===== config.mk =====
export PLATFORM = sky130hd
export DESIGN_NAME = return_addr_stack_flat
export DESIGN_NICKNAME = d
export VERILOG_FILES = /design/src/rtl/return_addr_stack_if.sv /design/src/rtl/return_addr_stack.sv /design/src/flat_wrapper.sv
export SDC_FILE = /design/constraint.sdc
export NUM_CORES = 1
export LEC_CHECK = 0
export ABC_AREA = 1
export CORE_ASPECT_RATIO = 0.7
export CORE_MARGIN = 3
export CORE_UTILIZATION = 49
export CTS_CLUSTER_DIAMETER = 60
export DETAILED_ROUTE_END_ITERATION = 7
export GPL_TIMING_DRIVEN = 0
export PLACE_DENSITY = 0.67
export SYNTH_ARGS = -nofsm -noshare
export SYNTH_HDL_FRONTEND = slang
export SYNTH_SLANG_ARGS = --single-unit
export TNS_END_PERCENT = 100

===== constraint.sdc =====
create_clock -name clk -period 3.2 [get_ports clk]
set_clock_uncertainty 0.1 [all_clocks]
set_input_delay 0.32 -clock clk [delete_from_list [all_inputs] [get_ports clk]]
set_output_delay 0.32 -clock clk [all_outputs]
set_load 0.01 [all_outputs]

===== src/rtl/return_addr_stack_if.sv =====
// Control-side interface of the return-address stack.
// master: control/datapath driving push/pop strobes and reading the RET target.
// slave:  the stack itself.
interface return_addr_stack_if #(
  parameter int unsigned ADDR_W = 12,
  parameter int unsigned DEPTH  = 8
);
  localparam int unsigned CntW = $clog2(DEPTH) + 1;

  logic              push;
  logic              pop;
  logic [ADDR_W-1:0] push_addr;
  logic              clr_err;
  logic [ADDR_W-1:0] top_addr;
  logic [CntW-1:0]   count;
  logic              empty;
  logic              full;
  logic              overflow;
  logic              underflow;

  modport master (
    output push,
    output pop,
    output push_addr,
    output clr_err,
    input  top_addr,
    input  count,
    input  empty,
    input  full,
    input  overflow,
    input  underflow
  );

  modport slave (
    input  push,
    input  pop,
    input  push_addr,
    input  clr_err,
    output top_addr,
    output count,
    output empty,
    output full,
    output overflow,
    output underflow
  );
endinterface


===== src/rtl/return_addr_stack.sv =====
// Hardware return-address stack for CALL/RET.
// Storage is a circular buffer addressed as base pointer + count (mod DEPTH), so the
// oldest entry can be discarded in place when the stack overflows.
// Optional build macro: RAS_WRAP_EN -- when defined, a push while full overwrites the
// oldest entry instead of being dropped.
// DEPTH must be a power of two and at least 2.
module return_addr_stack #(
  parameter int unsigned ADDR_W = 12,
  parameter int unsigned DEPTH  = 8
) (
  input logic                clk,
  input logic                rst,
  return_addr_stack_if.slave bus
);
  localparam int unsigned PtrW = $clog2(DEPTH);
  localparam int unsigned CntW = $clog2(DEPTH) + 1;
  localparam logic [CntW-1:0] CntFull = CntW'(DEPTH);
  localparam logic [CntW-1:0] CntOne  = CntW'(1);
  localparam logic [PtrW-1:0] PtrOne  = PtrW'(1);

  // Decoded per-edge operation; exactly one applies each cycle.
  typedef enum logic [2:0] {
    OpHold,
    OpPush,
    OpPop,
    OpReplace,
    OpPushFull,
    OpPopEmpty
  } op_e;

  logic [ADDR_W-1:0] mem_q [DEPTH];
  logic [PtrW-1:0]   base_q, base_d;
  logic [CntW-1:0]   count_q, count_d;
  logic              ovf_q, ovf_d;
  logic              unf_q, unf_d;

  op_e               op;
  logic              is_empty;
  logic              is_full;
  logic [PtrW-1:0]   top_idx;
  logic [PtrW-1:0]   free_idx;
  logic              wr_en;
  logic [PtrW-1:0]   wr_idx;
  logic              ovf_set;
  logic              unf_set;

  // Occupancy and buffer positions derived from registered state only.
  always_comb begin
    is_empty = (count_q == '0);
    is_full  = (count_q == CntFull);
    // When full, the low count bits are zero so free_idx lands on the oldest entry.
    free_idx = base_q + count_q[PtrW-1:0];
    top_idx  = free_idx - PtrOne;
  end

  // Decode push/pop against the current occupancy.
  always_comb begin
    op = OpHold;
    if (bus.push && bus.pop && !is_empty) begin
      op = OpReplace;
    end else if (bus.push) begin
      // push+pop on an empty stack falls through here as a plain push
      op = is_full ? OpPushFull : OpPush;
    end else if (bus.pop) begin
      op = is_empty ? OpPopEmpty : OpPop;
    end
  end

  // Next-state for pointer, count, storage write and error events.
  always_comb begin
    base_d  = base_q;
    count_d = count_q;
    wr_en   = 1'b0;
    wr_idx  = free_idx;
    ovf_set = 1'b0;
    unf_set = 1'b0;
    unique case (op)
      OpPush: begin
        wr_en   = 1'b1;
        wr_idx  = free_idx;
        count_d = count_q + CntOne;
      end
      OpPop: begin
        count_d = count_q - CntOne;
      end
      OpReplace: begin
        wr_en  = 1'b1;
        wr_idx = top_idx;
      end
      OpPushFull: begin
        ovf_set = 1'b1;
`ifdef RAS_WRAP_EN
        // Overwrite the oldest slot and rotate the base so it becomes the new top.
        wr_en  = 1'b1;
        wr_idx = base_q;
        base_d = base_q + PtrOne;
`endif
      end
      OpPopEmpty: begin
        unf_set = 1'b1;
      end
      default: ;
    endcase
  end

  // Sticky flags: a new error in the same cycle as clr_err wins.
  always_comb begin
    ovf_d = (ovf_q & ~bus.clr_err) | ovf_set;
    unf_d = (unf_q & ~bus.clr_err) | unf_set;
  end

  // Control state with synchronous reset.
  always_ff @(posedge clk) begin
    if (rst) begin
      base_q  <= '0;
      count_q <= '0;
      ovf_q   <= 1'b0;
      unf_q   <= 1'b0;
    end else begin
      base_q  <= base_d;
      count_q <= count_d;
      ovf_q   <= ovf_d;
      unf_q   <= unf_d;
    end
  end

  // Entry storage; not cleared by reset since it is unreadable while empty.
  always_ff @(posedge clk) begin
    if (!rst && wr_en) begin
      mem_q[wr_idx] <= bus.push_addr;
    end
  end

  // Outputs: top entry is a combinational read, occupancy is registered.
  always_comb begin
    bus.top_addr  = is_empty ? '0 : mem_q[top_idx];
    bus.count     = count_q;
    bus.empty     = is_empty;
    bus.full      = is_full;
    bus.overflow  = ovf_q;
    bus.underflow = unf_q;
  end

  // Count must stay within 0..DEPTH and empty/full are exclusive.
  assert property (@(posedge clk) count_q <= CntFull);
  assert property (@(posedge clk) !(is_empty && is_full));

endmodule


===== src/flat_wrapper.sv =====
// flat-port wrapper written by rule: the top's interface ports become plain ports
module return_addr_stack_flat 
#(
  parameter int unsigned ADDR_W = 12,
  parameter int unsigned DEPTH  = 8
)
  (clk, rst, bus_push, bus_pop, bus_push_addr, bus_clr_err, bus_top_addr, bus_count, bus_empty, bus_full, bus_overflow, bus_underflow);
  return_addr_stack_if #(.ADDR_W(ADDR_W), .DEPTH(DEPTH)) bus_i ();
  input logic clk;
  input logic rst;
  input wire logic [$bits(bus_i.push)-1:0] bus_push;
  input wire logic [$bits(bus_i.pop)-1:0] bus_pop;
  input wire logic [$bits(bus_i.push_addr)-1:0] bus_push_addr;
  input wire logic [$bits(bus_i.clr_err)-1:0] bus_clr_err;
  output wire logic [$bits(bus_i.top_addr)-1:0] bus_top_addr;
  output wire logic [$bits(bus_i.count)-1:0] bus_count;
  output wire logic [$bits(bus_i.empty)-1:0] bus_empty;
  output wire logic [$bits(bus_i.full)-1:0] bus_full;
  output wire logic [$bits(bus_i.overflow)-1:0] bus_overflow;
  output wire logic [$bits(bus_i.underflow)-1:0] bus_underflow;
  assign bus_i.push = bus_push;
  assign bus_i.pop = bus_pop;
  assign bus_i.push_addr = bus_push_addr;
  assign bus_i.clr_err = bus_clr_err;
  assign bus_top_addr = bus_i.top_addr;
  assign bus_count = bus_i.count;
  assign bus_empty = bus_i.empty;
  assign bus_full = bus_i.full;
  assign bus_overflow = bus_i.overflow;
  assign bus_underflow = bus_i.underflow;
  return_addr_stack #(.ADDR_W(ADDR_W), .DEPTH(DEPTH)) u_core (.clk(clk), .rst(rst), .bus(bus_i));
endmodule

### After elaboration in Yosys (flattened, before gate mapping)

Memory sizes are Yosys's and may differ from the RTL's.
Index checks and enable logic that the tools add are counted.

* register bits: 6
* latch bits: 0
* memory bits (writable): 96
* bits in read-only memories: 0
* input port bits: 17
* memories: 1

Memory list
* u_core.mem_q: depth 8, width 12, read ports 1, clocked after Yosys merged registers in 0, wr ports 1, RTL line return_addr_stack.sv:31 `logic [ADDR_W-1:0] mem_q [DEPTH];`

* add/sub/neg operators: 3
* $mul: 0
* div/mod/pow operators: 0
* magnitude comparators: 0
* eq/ne operators: 6
* shifts and indexed selects: 0
* mux-type cells: 13
* bitwise gates (word level): 5
* reductions and logical operators: 8

Operators by type and width (count)
* 3-bit 2-to-1 mux: 6
* 12-bit 2-to-1 mux: 1
* 4-bit one-hot mux with 2 select lines: 1
* 3-bit by 2-bit == test with 1-bit output (second input constant): 2
* 3-bit == test (second input constant): 2
* 1-bit 2-to-1 mux: 5
* 4-bit by 1-bit adder with 4-bit output (second input constant): 1
* 4-bit == test (second input constant): 1
* 4-bit logical NOT: 1
* 4-bit by 1-bit subtractor with 4-bit output (second input constant): 1
* 3-bit by 1-bit == test with 1-bit output (second input constant): 1
* 1-bit logical AND: 3
* 3-bit by 1-bit subtractor with 3-bit output (second input constant): 1
* 1-bit AND: 2
* 1-bit logical NOT: 2
* 1-bit bitwise OR: 2
* 2-bit nonzero test: 1
* 2-bit OR reduction: 1
* 1-bit NOT: 1

### Logic depth before layout (Yosys ltp)

* word-level depth: 11
* gate-level depth with buffers: 16
* depth with buffers taken out: 13

### Least setup slack after synthesis

OpenSTA, ideal clock, no wires.

* kind: reg-to-reg
* from: register u_core.count_q[0], in the netlist u_core.bus.count[0]
* to: memory u_core.mem_q[2][0], enable pin
* setup time: 0.380 ns
* data arrival time: 2.276 ns
* required time: 2.720 ns
* slack: 0.444 ns
* stages on the path, launching flop included: 11
* path buffers: 3
* period minus slack after synthesis: 2.756 ns
* cell sequence: dfxtp_1 > buf_2 > inv_2 > buf_2 > buf_2 > ha_1 > nand2_4 > nand3_2 > xor2_1 > nand2_1 > nor2_1

* longest elaborated chain between the ends: 11
* elaborated cells on any way between the ends: 18
* those cells by class: add/sub (1); eq/ne (3); mux (9); reduce/logical (5)

Ends and longest elaborated chain
* from (decl): RTL line return_addr_stack.sv:33 `logic [CntW-1:0] count_q, count_d;`
* from (signal assigned): RTL line return_addr_stack.sv:121 `count_q <= count_d;`
* 4-bit logical NOT: RTL line return_addr_stack.sv:49 `is_empty = (count_q == '0);`
* 3-bit 2-to-1 mux: RTL line return_addr_stack.sv:65 `op = is_empty ? OpPopEmpty : OpPop;`
* 3-bit 2-to-1 mux: RTL line return_addr_stack.sv:64 `end else if (bus.pop) begin`
* 3-bit 2-to-1 mux: RTL line return_addr_stack.sv:61 `end else if (bus.push) begin`
* 3-bit 2-to-1 mux: RTL line return_addr_stack.sv:59 `if (bus.push && bus.pop && !is_empty) begin`
* 3-bit by 1-bit == test with 1-bit output or 3-bit by 2-bit == test with 1-bit output (tied branches): RTL line return_addr_stack.sv:77 `unique case (op)`
* 2-bit OR reduction (no source line)
* 1-bit 2-to-1 mux: RTL line return_addr_stack.sv:77
* 1-bit logical AND: RTL line return_addr_stack.sv:129 `if (!rst && wr_en) begin`
* 1-bit 2-to-1 mux: RTL line return_addr_stack.sv:129
* 1-bit 2-to-1 mux (implied by the code): RTL line return_addr_stack.sv:130 `mem_q[wr_idx] <= bus.push_addr;`
* to (decl): RTL line return_addr_stack.sv:31

Parallel ways exist; a longest one is shown, timed or not.

### Final worst setup path

* from: register u_core.count_q[0], in the netlist u_core.bus.count[0]
* to: memory u_core.mem_q[0][8], enable pin

Same word-level chain as after synthesis.

==> reports/metrics.csv <==
stage,metric,value,unit
logic_synthesis,syn_avg_cell_area,11.90,um2
clock_tree,cts_tree,done,
detailed_routing,first_iter_violations,224,
power_and_ir_drop,power_density,824.0,nW/um2
setup_path,critPathKind,flop to flop,
detailed_routing,routed.top_layer,met4,
run_status,outcome,"complete, no violations",
floorplan,initial_core_util,52.08,%
setup_path,worst_ep_required_time,3.05,ns
global_routing,grt_overflow,0,
floorplan,rows,27,
cells_and_area,fin_cells,508,
power_and_ir_drop,total_power,4.171,mW
detailed_routing,wl_per_cell,19.64,um
sta,period_needed,3.166,ns
placed_design,place_ws,-0.4762,ns
worst_hold_path,hold_path.class,flop to flop,
setup_path,cp-end-kind,flop,
setup_path,arrival,3.02,ns
logic_synthesis,synth_seq_area_share,71.11,%
setup_path,slowest_stage,nor2_1,
logic_synthesis,ys_ff_latch,102,
sta,finalMaxSlewViolations,0,
logic_synthesis,ys_warn_count,0,
global_routing,grt_max_degree,19,
setup_path,worstSetupStartpointType,flop,
clock_tree,clk_pin_slew,0.07,ns
sta,finalCritPeriodShare,98.95,%
detailed_routing,vias,2888,
setup_path,worstPathMaxFanout,13,
sta,setup_viol,0,
logic_synthesis,yosys.area.top_type,edfxtp_1,
detailed_routing,wl_met1,4.769,mm
global_routing,track_usage,21.59,%
sta,worst_slew_pin_slew,1.369,ns
logic_synthesis,yosysUniqueCellTypes,26,
logic_synthesis,synth_area,4223,um2
setup_path,cp_cell_sequence,buf_4 > inv_6 > buf_6 > ha_4 > nand2_4 > nand3_2 > o21ai_1 > nand2_1 > nor2_1,
sta,finalHoldViolCount,0,
detailed_routing,dr_wl_met3,831,um
clock_tree,clock_latency,0.34,ns
cells_and_area,final_cell_mix,"96 x edfxtp_1, 80 x nor2_1, 36 x o21ai_0, 28 x o21ai_1, 24 x clkdlybuf4s50_1",
floorplan,coreArea,8108,um2
clock_tree,postCtsSetupBuffers,0,
placed_design,gp_congestion,0.7897,
sta,fin_ws,0.03361,ns
global_routing,grt_pass1_vias,2671,
cells_and_area,area_growth_syn_to_layout,19.88,%
detailed_routing,viasPerCell,5.685,
clock_tree,htree_num_levels,3,
setup_path,cp_top_family,simple AND/OR/NAND/NOR gates,
cells_and_area,final_layout_size_suffix_gt1_share,12.29,%
cells_and_area,antenna_cells,0,
clock_tree,cts.sinks,102,
cells_and_area,layout.nets,421,
floorplan,die-area,9786,um2
sta,slew_headroom,8.397,%
cells_and_area,final_common_cell,edfxtp_1,
clock_tree,clock_path_buffers,2,
sta,rsz0062_at_grt,yes,
floorplan,ioPinCount,37,
logic_synthesis,synth_area_leaders,"edfxtp_1 68%, nor2_1 7.4%, o21ai_0 4.3%",
detailed_routing,drtPass1Iterations,4,
logic_synthesis,synth_fp_nets,374,
clock_tree,numCtsBuffers,9,
detailed_routing,met2_wirelength,4.225,mm
sta,timing.fmax,315.8,MHz
logic_synthesis,yosysTopAreaCellShare,68.27,%
detailed_routing,drc,0,
logic_synthesis,syn_inst,355,
placed_design,dp.cells,492,
global_routing,antenna_found_initial,0,
detailed_routing,antenna_left,0,
setup_path,path_buf_inv,3,
setup_path,slowest_delay,1.05,ns
floorplan,fp.dieW,117.0,um
clock_tree,cts-root-buf,clkbuf_16,
power_and_ir_drop,leakagePower,1.869,nW
floorplan,dieHeight,83.67,um
detailed_routing,routed_wl,9.976,mm
placed_design,io_buffer_count,36,
power_and_ir_drop,peakVddDrop,557.0,uV
job,cap_viol_max_count,0,
global_routing,grt_pass1_wl,15.41,mm
placed_design,hpwl,6.232,mm
## final cells by class
type,instances,area (um2)
Tap cell,101,126.4
Inverter,18,72.57
Timing Repair Buffer,37,382.9
Clock inverter,7,57.56
Fill cell,637,3045
Multi-Input combinational cell,217,1089
Clock buffer,9,225.2
Buffer,17,106.4
Sequential cell,102,3003
## sequential cells by signal (all words and copies together), names as in the netlist
signal,flops
u_core.bus.underflow,1
u_core.bus.overflow,1
u_core.bus.count,4
u_core.mem_q,96
## logic make-up after synthesis
family / Yosys count / synth area share [%]
compound gates: 95 / 12.15
xor+xnor: 3 / 0.6223
fa+ha+maj: 2 / 0.5925
buf+inv: 36 / 3.585
flops: 102 / 71.11
simple gates: 117 / 11.94
## metrics by stage
stage | hold slack, ns | TNS [ns] | instance area (um2) | util, %
3_5_place_dp | 0.3604 | -34.49 | 4710 | 58.09
5_1_grt | 0.4036 | -5.590 | 5062 | 62.44
3_3_place_gp | 0.3545 | -28.45 | 4710 | 58.09
6_report | 0.3675 | 0 | 5062 | 62.44
4_1_cts | 0.3695 | 0 | 5024 | 61.96
2_1_floorplan | 0.2891 | 0 | 4223 | -
## report_power, final
part	internal (mW)	switching [mW]	total [mW]	leakage (nW)
registers	1.55	0.0328	1.58	0.917
logic	0.597	0.970	1.57	0.817
clock network	0.538	0.483	1.02	0.136
## per-layer routing
layer  global-route usage, %  up-vias
met3                   6.159       15
li1                        -     1375
met1                   33.19     1380
met2                   29.69      118
met4                   6.458        0
met5                       0        -
## Yosys cell counts (all sizes together)
| library cell | instances |
|---|---|
| o21bai | 1 |
| nor2 | 85 |
| a211oi | 1 |
| a31oi | 12 |
| xor2 | 1 |
| dfxtp | 6 |
| o211ai | 1 |
| xnor2 | 2 |
| edfxtp | 96 |
| clkbuf | 5 |
| o22ai | 12 |
| ha | 2 |
| nor3 | 2 |
| a21oi | 4 |
| nand2 | 23 |
| nand3 | 7 |
| buf | 13 |
| inv | 18 |
| o21ai | 64 |
## path summary, 6_finish.rpt
kind	start	endpoint	slack, ns	depth (start not counted)
min	u_core.bus.underflow	u_core.bus.underflow	0.37	2
min reg2reg	u_core.bus.underflow	u_core.bus.underflow	0.37	2
max	u_core.bus.count[0]	u_core.mem_q[0][8]	0.03	9
max reg2reg	u_core.bus.count[0]	u_core.mem_q[0][8]	0.03	9
## worst register-to-register path, delay by kind of cell (launching register included)
kind | cells | cell delay (ns)
AOI/OAI and AO/OA | 1 | 0.24
DFF | 1 | 0.37
and+or+nand+nor | 4 | 1.45
buffers and inverters | 3 | 0.43
adders and majority gates | 1 | 0.18
## timing repair
action,4_1_cts,5_1_grt
hold endpoints to repair,0,0
setup endpoints to repair,108,79
pin swaps,1,0
gates resized for setup,20,12
hold buffers,0,0
No activity file was read; power rests on OpenSTA's default activity.
==> RTL edit, RTL diff (config.mk and constraints unchanged) <==
`DEPTH` is set to 8 in 3 places; all go to 16.
--- a/src/rtl/return_addr_stack_if.sv
+++ b/src/rtl/return_addr_stack_if.sv
@@ -3,7 +3,7 @@
 // slave:  the stack itself.
 interface return_addr_stack_if #(
   parameter int unsigned ADDR_W = 12,
-  parameter int unsigned DEPTH  = 8
+  parameter int unsigned DEPTH  = 16
 );
   localparam int unsigned CntW = $clog2(DEPTH) + 1;
 
--- a/src/rtl/return_addr_stack.sv
+++ b/src/rtl/return_addr_stack.sv
@@ -6,7 +6,7 @@
 // DEPTH must be a power of two and at least 2.
 module return_addr_stack #(
   parameter int unsigned ADDR_W = 12,
-  parameter int unsigned DEPTH  = 8
+  parameter int unsigned DEPTH  = 16
 ) (
   input logic                clk,
   input logic                rst,
--- a/src/flat_wrapper.sv
+++ b/src/flat_wrapper.sv
@@ -2,7 +2,7 @@
 module return_addr_stack_flat 
 #(
   parameter int unsigned ADDR_W = 12,
-  parameter int unsigned DEPTH  = 8
+  parameter int unsigned DEPTH  = 16
 )
   (clk, rst, bus_push, bus_pop, bus_push_addr, bus_clr_err, bus_top_addr, bus_count, bus_empty, bus_full, bus_overflow, bus_underflow);
   return_addr_stack_if #(.ADDR_W(ADDR_W), .DEPTH(DEPTH)) bus_i ();
Ports: changed (resized bus_count); port bits go from 37 to 38. No check against the original RTL was run, so the function may have changed too.
==> RTL edit against the original RTL <==
Cell area rose by 94%. Sequential share of layout area rose by 0.90 points. Setup slack got worse by 0.028 ns. Fmax decreased by 0.87%. Register-to-register slack gained 0.26 ns. Critical endpoint is now bus_top_addr[4]. Wire length rose by 120%. Die area up 91%. Power increased by 120%. Highest routed layer is now met5. Sequential cell count is 97 higher. First-iteration DRC count increased to 3.6 times the old value. Cell count rose by 100%. Utilization down 2.9 points. Largest cell class unchanged. Area after synthesis up 97%.
==> RTL edit: results (changes against the original RTL) <==
----------------------------------------------------
[Global routing]
  GRT met2 Usage ... 36.8% (was 29.7%)
  Global-route track usage on met1 ... 34.8% (was 33.2%)
  Met3 capacity usage during global routing ... 8.57% (was 6.16%)
  Number of antenna violations at the first check in global routing ... 1 (was 0)
  Wire length of the first global-routing pass ... 33100 um (was 15400 um)
  Number of global-route vias before repair ... 5484 (was 2671)

[Logic synthesis]
  Top cell types by occurrence after synthesis ... 213 x nand2_1, 192 x edfxtp_1, 78 x a21oi_1, 73 x nand3_1, 32 x nor2_1 (was 96 x edfxtp_1, 83 x nor2_1, 36 x o21ai_0, 28 x o21ai_1, 19 x nand2_1)
  Parity-gate share of the synthesized area counting xor and xnor cells ... 0.825% (was 0.622%)
  Biggest area contributors in the synthesized netlist ... edfxtp_1 69%, nand2_1 9.6%, a21oi_1 4.7%, nand3_1 4.4%, dfxtp_1 1.7% (was edfxtp_1 68%, nor2_1 7.4%, o21ai_0 4.3%, o21ai_1 3.3%, dfxtp_1 2.8%)
  Synth Area in Adders ... 0.450% (was 0.593%)
  Distinct cell type count after synthesis ... 33 (was 26)

[Power]
  Internal ... 5.52 mW (was 2.69 mW)
  Leakage power of the design ... 3.48 nW (was 1.87 nW)
  Maximum vdd drop ... 0.000468 V (was 0.000557 V)

[Cells and area]
  Total Nets Final ... 797 (was 421)
  Largest register FFs ... 192 (was 96)

[Detailed routing]
  Pre-antenna DRT Iters ... 7 (was 4)
  Mean routed wirelength per cell ... 21.6 um (was 19.6 um)
  Number of DRC markers after the initial detailed-route iteration ... 814 (was 224)
  Via count ... 5695 (was 2888)

[Clock tree]
  Clock latency on the worst-skew pair ... 0.43 ns (was 0.34 ns)

[Placement]
  Post-detailed-placement cell area ... 8990 um^2 (was 4710 um^2)
  RD Place Congestion ... 1.01 (was 0.790)

[Setup path]
  Internal reg-to-reg setup slack ... 0.29 ns (was 0.03 ns)
  Slowest cell on crit path ... dfxtp_4 (was nor2_1)
  Worst path arrival time ... 2.77 ns (was 3.02 ns)
  Kind of cell adding the most delay to the critical path ... buffers and inverters (was simple AND/OR/NAND/NOR gates)
  Worst stage delay on the critical path ... 0.39 ns (was 1.05 ns)

[Timing]
  Tightest Pin Transition ... 0.913 ns (was 1.37 ns)

[Outcome]
  Outcome ... complete, no violations (unchanged)

----------------------------------------------------
RTL edit: cell types whose count changed in the layout (fill, tap and decap cells not counted), sizes merged, moves of 5 or more:
cell,unedited run,this run
nor2,85,34
a31oi,12,0
a21oi,4,78
nand2,23,215
nor3,2,15
o21ai,64,19
nand3,7,76
clkbuf,14,34
a22oi,0,11
dlymetal6s2s,7,0
inv,21,26
edfxtp,96,192
o22ai,12,0
buf,13,32
RTL edit: timing repair:
action / CTS / global route
cloned: 0 / 1
setup endpoints to repair: 204 / 72
pin swaps: 9 / 8
buffers inserted: 0 / 1
resized for setup: 88 / 23
RTL edit: kinds of logic (layout without fill, tap and decap cells):
| family | count (synthesis) | in the layout |
|---|---|---|
| and+or+nand+nor | 342 | 342 |
| buffers and inverters | 62 | 133 |
| AOI/OAI and AO/OA | 109 | 109 |
| DFF | 199 | 199 |
| xor gates and xnor gates | 4 | 4 |
| adders and majority gates | 3 | 3 |
RTL edit: final cells by class:
type / instances / share of cell area [%]
buffer: 39 / 2.77
clock buffer: 20 / 4.65
clock inverter: 12 / 1.47
inverter: 23 / 1.01
multi-input combinational: 458 / 23.4
sequential: 199 / 60.2
tap: 225 / 2.87
timing repair buffer: 39 / 3.61
RTL edit: path summary, 6_finish.rpt:
kind                                    start                              end  cells past startpoint
max reg2reg  u_core.bus.count[0]$_SDFFE_PP0P_     u_core.mem_q[4][5]$_DFFE_PP_                     11
min reg2reg   u_core.bus.underflow$_SDFF_PP0_  u_core.bus.underflow$_SDFF_PP0_                      2
max          u_core.bus.count[0]$_SDFFE_PP0P_                  bus_top_addr[4]                     12
min           u_core.bus.underflow$_SDFF_PP0_  u_core.bus.underflow$_SDFF_PP0_                      2
RTL edit: power by group through the flow:
| stage | Clock [mW] | Sequential, mW | Combinational [mW] |
|---|---|---|---|
| detailed placement | 0 | 3.09 | 3.68 |
| CTS | 2.19 | 3.04 | 3.85 |
| floorplan | 0 | 3.08 | 2.16 |
| global placement | 0 | 3.09 | 3.61 |
| global route | 2.31 | 3.05 | 4.31 |
| finish | 2.17 | 3.04 | 4.03 |
RTL edit: metrics by stage:
step           cells  setup TNS, ns  power [mW]  setup WS [ns]  util (%)
2_1_floorplan    719              0        5.24          0.471         -
3_3_place_gp     981         -71.28        6.70         -0.863      54.5
3_5_place_dp     981         -78.46        6.77         -0.884      54.5
4_1_cts         1013         -0.203        9.08        -0.0931      59.3
5_1_grt         1015         -0.276        9.67        -0.0714      59.5
6_report        1015              0        9.24        0.00589      59.5
RTL edit: routing by layer:
layer / vias up / part of all wire [%]
met1: 2780 / 44
met2: 235 / 44
li1: 2653 / -
met4: 2 / 1.5
met3: 25 / 11
met5: - / 0.059
